File: config.mk
export PLATFORM = sky130hd
export DESIGN_NAME = stu_pe_arbiter
export DESIGN_NICKNAME = d
export VERILOG_FILES = /design/src/rtl/stu_pe_arbiter.sv
export SDC_FILE = /design/constraint.sdc
export NUM_CORES = 2
export LEC_CHECK = 0
export CAP_MARGIN = 20
export CORE_ASPECT_RATIO = 1.25
export CORE_MARGIN = 2
export CORE_UTILIZATION = 54
export CTS_BUF_LIST = sky130_fd_sc_hd__clkbuf_8
export DETAILED_ROUTE_END_ITERATION = 8
export MAX_ROUTING_LAYER = met4
export PLACE_DENSITY = 0.87
export SYNTH_ARGS = -nofsm -noshare
export SYNTH_HDL_FRONTEND = slang
export SYNTH_SLANG_ARGS = --single-unit
File: constraint.sdc
create_clock -name clk -period 4.2 [get_ports clk]
set_input_delay 1.05 -clock clk [delete_from_list [all_inputs] [get_ports clk]]
set_output_delay 1.05 -clock clk [all_outputs]
set_load 0.02 [all_outputs]
File: src/rtl/stu_pe_arbiter.sv
// stu_pe_arbiter: per-port FIFOs merged onto one bus by a round-robin, message-atomic arbiter.
// Define STU_PE_ARBITER_SRC_TAG_EN to stamp the granted port index into oob_data[OOB_WIDTH-1 -: 4].
module stu_pe_arbiter #(
  parameter int NUM_PE     = 4,
  parameter int DATA_WIDTH = 64,
  parameter int OOB_WIDTH  = 32,
  parameter int TYPE_WIDTH = 2,
  parameter int FIFO_DEPTH = 4
) (
  input  logic                             clk,
  input  logic                             reset_poweron,
  input  logic [NUM_PE-1:0]                pe__stu__valid,
  input  logic [2*NUM_PE-1:0]              pe__stu__cntl,
  input  logic [TYPE_WIDTH*NUM_PE-1:0]     pe__stu__type,
  input  logic [DATA_WIDTH*NUM_PE-1:0]     pe__stu__data,
  input  logic [OOB_WIDTH*NUM_PE-1:0]      pe__stu__oob_data,
  output logic [NUM_PE-1:0]                stu__pe__ready,
  output logic                             stu__sys__valid,
  output logic [1:0]                       stu__sys__cntl,
  output logic [TYPE_WIDTH-1:0]            stu__sys__type,
  output logic [DATA_WIDTH-1:0]            stu__sys__data,
  output logic [OOB_WIDTH-1:0]             stu__sys__oob_data,
  input  logic                             sys__stu__ready,
  output logic [NUM_PE-1:0]                stu__sys__proto_err
);
  localparam int GW = $clog2(NUM_PE);
  localparam int AW = $clog2(FIFO_DEPTH);
  localparam int W  = 2 + TYPE_WIDTH + DATA_WIDTH + OOB_WIDTH;
  typedef enum logic {IDLE, BUSY} state_t;
  state_t state;
  logic [GW-1:0] grant, last_grant, next_grant, idx;
  logic found, xfer;
  logic [NUM_PE-1:0][W-1:0] head;
  logic [NUM_PE-1:0] not_empty, bad, push, pop, drop;
  logic [W-1:0] out_word;
  for (genvar i = 0; i < NUM_PE; i++) begin : g_port
    logic [W-1:0] mem [FIFO_DEPTH];
    logic [AW-1:0] rd_ptr, wr_ptr;
    logic [AW:0] count;
    assign head[i] = mem[rd_ptr];
    assign not_empty[i] = count != '0;
    // A head that does not open a message (MOM/EOM) can never be granted from IDLE
    assign bad[i] = not_empty[i] && !head[i][W-2];
    assign drop[i] = state == IDLE && bad[i];
    assign pop[i] = drop[i] || (xfer && grant == GW'(i));
    assign stu__pe__ready[i] = count != (AW+1)'(FIFO_DEPTH) || pop[i];
    assign push[i] = pe__stu__valid[i] && stu__pe__ready[i];
    always_ff @(posedge clk)
      if (push[i]) mem[wr_ptr] <= {pe__stu__cntl[2*i +: 2], pe__stu__type[TYPE_WIDTH*i +: TYPE_WIDTH],
                                   pe__stu__data[DATA_WIDTH*i +: DATA_WIDTH], pe__stu__oob_data[OOB_WIDTH*i +: OOB_WIDTH]};
    always_ff @(posedge clk or posedge reset_poweron)
      if (reset_poweron) begin
        rd_ptr <= '0;
        wr_ptr <= '0;
        count  <= '0;
      end else begin
        if (push[i]) wr_ptr <= wr_ptr + 1'b1;
        if (pop[i]) rd_ptr <= rd_ptr + 1'b1;
        count <= count + (AW+1)'(push[i]) - (AW+1)'(pop[i]);
      end
  end
  always_comb begin
    found = 1'b0;
    next_grant = last_grant;
    idx = '0;
    for (int k = 1; k <= NUM_PE; k++) begin
      idx = GW'((int'(last_grant) + k) % NUM_PE);
      if (!found && not_empty[idx] && !bad[idx]) begin
        found = 1'b1;
        next_grant = idx;
      end
    end
  end
  assign out_word = head[grant];
  assign stu__sys__valid = state == BUSY && not_empty[grant];
  assign xfer = stu__sys__valid && sys__stu__ready;
  assign stu__sys__cntl = out_word[W-1:W-2];
  assign stu__sys__type = out_word[W-3 -: TYPE_WIDTH];
  assign stu__sys__data = out_word[OOB_WIDTH +: DATA_WIDTH];
`ifdef STU_PE_ARBITER_SRC_TAG_EN
  assign stu__sys__oob_data = {4'(grant), out_word[OOB_WIDTH-5:0]};
`else
  assign stu__sys__oob_data = out_word[OOB_WIDTH-1:0];
`endif
  always_ff @(posedge clk or posedge reset_poweron)
    if (reset_poweron) begin
      state <= IDLE;
      grant <= GW'(NUM_PE-1);
      last_grant <= GW'(NUM_PE-1);
      stu__sys__proto_err <= '0;
    end else begin
      stu__sys__proto_err <= drop;
      if (state == IDLE) begin
        if (found) begin
          state <= BUSY;
          grant <= next_grant;
        end
      end else if (xfer && out_word[W-1]) begin
        state <= IDLE;
        last_grant <= grant;
      end
    end
endmodule
==> metrics <==
outcome=complete, but fails checks; failing checks=negative setup slack; PnR worst setup slack=-0.0464 ns; synthesized net count=approximately 2.9k; Tot Pwr=roughly 58 mW; total grt overflow=0; Hold Buf Count CTS=0; post-synth cell types=36; clk slew on worst S/H paths=~0.060 ns; Final nets=around 3.8k; post-synth top area share=77.3%; Post-route DRC=0; Setup Viol. Count Final=17; wire length per cell=35.3 microns; die width=307 microns; Final GP Congestion=between 0.8 and 0.9; crit-path cells=buf_8, buf_16, buf_16, buf_12, mux4_2, mux4_2, buf_6; vias in the first global route=roughly 33k; Achievable Freq=roughly 240 MHz; layout cells sized above 1=between 30 and 40%; Synth Register Bits=between 1.5k and 2k; critical path required time=around 3.2 ns; H-Tree Level Count=4; Hold Crit Depth=1; pre-CTS WS=between 0.4 and 0.5 ns; mean area per synthesized cell=roughly 26 sq um; root buf cell=clkbuf_8; Worst-Skew Late Latency=0.98 ns; Startpoint Class=flop; starting density of the core=a little over half; Worst R2R Setup Slack=between 0.7 and 0.8 ns; worst-case clock skew=around 0.055 ns; CTS Sinks=between 1.5k and 2k; Slew Limit Fails=0; Core Region=about 110,000 sq um; Critical Path AT=between 3 and 4 ns; WHS=0.574 ns; first-pass GRT wire length=around 250,000 microns; Max stage delay on crit path=approximately 0.51 ns; Max-Slew Margin vs Limit=between 30% and 40%; Synth area leaders=edfxtp_1, mux4_2, dfrtp_1; cell taking the most area after synthesis=edfxtp_1; post-route minimum period=about 4.2 ns; Area after DPL=just over 70,000 sq um; Routed Antenna Nets=0; TNS Setup=-0.245 ns; drt via density=about 6.4; largest net degree at the start of global routing=60; GR Util All Layers=31.3%; post-synthesis sequential area ratio=78.8%; unrepaired setup endpoints after global routing=yes; Cell Rows=between 100 and 150; Placed Cells=~4.4k; cts bufs inserted=about 230; IO Pins=between 500 and 600; initial DRC count=4,180; FF-to-FF End=g_port[2].mem[3][6]$_DFFE_PP_; Worst Max-Slew Pin Slew=~0.96 ns; post-route cell area=around 77,000 sq um; area grow syn2layout=24.2%; port bufs=515; crit path max fanout=7; dpl hpwl=106,000 microns; VDD IR-drop max=roughly 600 uV; max-cap violation count=0; via count of the routed design=between 30k and 40k; initial antenna violation count=a little under 60; Post-Route Utilization=between 60% and 70%; final non-filler cell total=5,070; Warnings, synthesis=0; Hold EP=g_port[0].wr_ptr[1]$_DFFE_PP0P_; slowest library cell on the worst path=mux4_2; reg2reg start=g_port[2].rd_ptr[0]$_DFFE_PP0N_; CP Class=reg -> out; Setup crit end kind=output pin; instance count of the mapped netlist=approximately 2.4k; worst reg-to-reg path cell count=8; Worst Hold Launch=g_port[0].wr_ptr[1]$_DFFE_PP0P_; Mapped Area=around 62,000 sq um; Clock Tree Buf Depth=3; Tcrit/Tclk final=101%; final hold violations=0; Leakage=25.6 nW; final WL=approximately 180,000 microns; CTS tree=done; Die Area=118,000 sq um; power per cell area=around 760 nW/um^2; drt first pass iters=5; Hold WC Path Type=reg -> reg; Die Y=383 microns
-- critical path, delay by kind of cell (launching register included) --
kind	cells	cell delay [ns]
multiplexers	2	0.94
buffers and inverters	5	0.78
flip-flops	1	0.50
-- cell usage after synthesis --
cell,count
buf_4,25
nor2b_1,1
a31oi_4,4
nor2b_2,1
mux2_1,4
buf_6,7
dfrtp_1,33
nand2_1,13
nand3_2,1
xor2_1,5
nor3_1,8
buf_1,9
mux4_2,501
buf_2,33
fa_1,4
o21ai_2,1
or3_1,2
nor2_2,1
o22a_1,3
nand4_1,1
inv_1,30
a211o_1,1
edfxtp_1,1600
and2_1,16
o21a_1,2
ha_1,24
nand3_1,6
nor2_1,9
dfstp_2,4
nand2b_1,5
mux2_2,1
and4_1,1
clkbuf_1,39
o21ai_0,5
o2bb2ai_1,1
xnor2_1,15
-- sequential cells by signal, indices dropped and copies added, names as in the netlist --
signal,cells
g_port.count,12
g_port.wr_ptr,8
state,1
grant,2
g_port.rd_ptr,8
g_port.mem,1600
last_grant,2
stu__sys__proto_err,4
-- area by class of cell --
cell class | count | area [sq um]
Multi-Input combinational cell | 636 | 12500
Clock inverter | 189 | 1100
Timing Repair Buffer | 800 | 9260
Tap cell | 1480 | 1850
Sequential cell | 1637 | 49000
Clock buffer | 230 | 3170
Inverter | 30 | 113
Antenna cell | 68 | 170
Fill cell | 6598 | 37300
-- power by group --
group          leakage [nW]  switching (mW)  total, mW  internal, mW
clock network          2.43            5.99       11.7          5.73
registers              15.1            1.06       22.7          21.7
logic                  8.12            12.4       23.8          11.4
total                  25.6            19.5       58.3          38.8
-- cells by family (layout without fill, tap and decap cells) --
| kind of cell | Yosys count | in the layout | share of synthesized area [%] |
|---|---|---|---|
| multiplexers | 506 | 506 | 18.3 |
| adder cells (fa/ha/maj) | 28 | 28 | 0.612 |
| AND/OR/NAND/NOR | 65 | 65 | 0.552 |
| other | 0 | 68 | 0 |
| buffers and inverters | 143 | 1249 | 1.17 |
| flip-flops | 1637 | 1637 | 78.8 |
| AO/OA/AOI/OAI | 17 | 17 | 0.286 |
| XOR/XNOR | 20 | 20 | 0.282 |
-- layout by cell type, fill, tap and decap left out, types with 16 or more instances in the layout --
cell type	instances
and2_4	16
clkinv_2	24
buf_2	43
buf_4	119
diode_2	68
edfxtp_1	1600
clkbuf_8	230
dfrtp_1	25
inv_1	100
buf_16	36
buf_12	93
clkdlybuf4s50_1	410
mux4_2	501
buf_6	80
ha_1	24
clkinv_1	70
-- timing repair --
item	4_1_cts	5_1_grt
setup buffers	91	33
resized for setup	572	64
setup endpoints to repair	105	70
pin swaps	0	1
gates cloned	30	2
-- per-layer routing --
| metal | GRT usage [%] | wire (microns) |
|---|---|---|
| met3 | 7.35 | 19000 |
| met5 | - | 0 |
| met2 | 52.0 | 93300 |
| met1 | 35.6 | 56200 |
| met4 | 16.2 | 10200 |
-- how the worst max path moves through the flow --
stage | from | end | slack (ns) | cells after the start
global placement | sys__stu__ready | stu__pe__ready[0] | 0.52 | 6
global route | g_port[0].rd_ptr[0]$_DFFE_PP0N_ | stu__sys__oob_data[28] | -0.11 | 7
detailed placement | g_port[2].rd_ptr[0]$_DFFE_PP0N_ | stu__sys__oob_data[15] | 0.48 | 4
floorplan | sys__stu__ready | g_port[2].mem[0][0]$_DFFE_PP_ | 0.87 | 4
finish | g_port[0].rd_ptr[0]$_DFFE_PP0N_ | stu__sys__oob_data[28] | -0.05 | 7
CTS | g_port[2].rd_ptr[0]$_DFFE_PP0N_ | stu__sys__data[29] | -0.15 | 5
(Power assumes the default switching activity.)
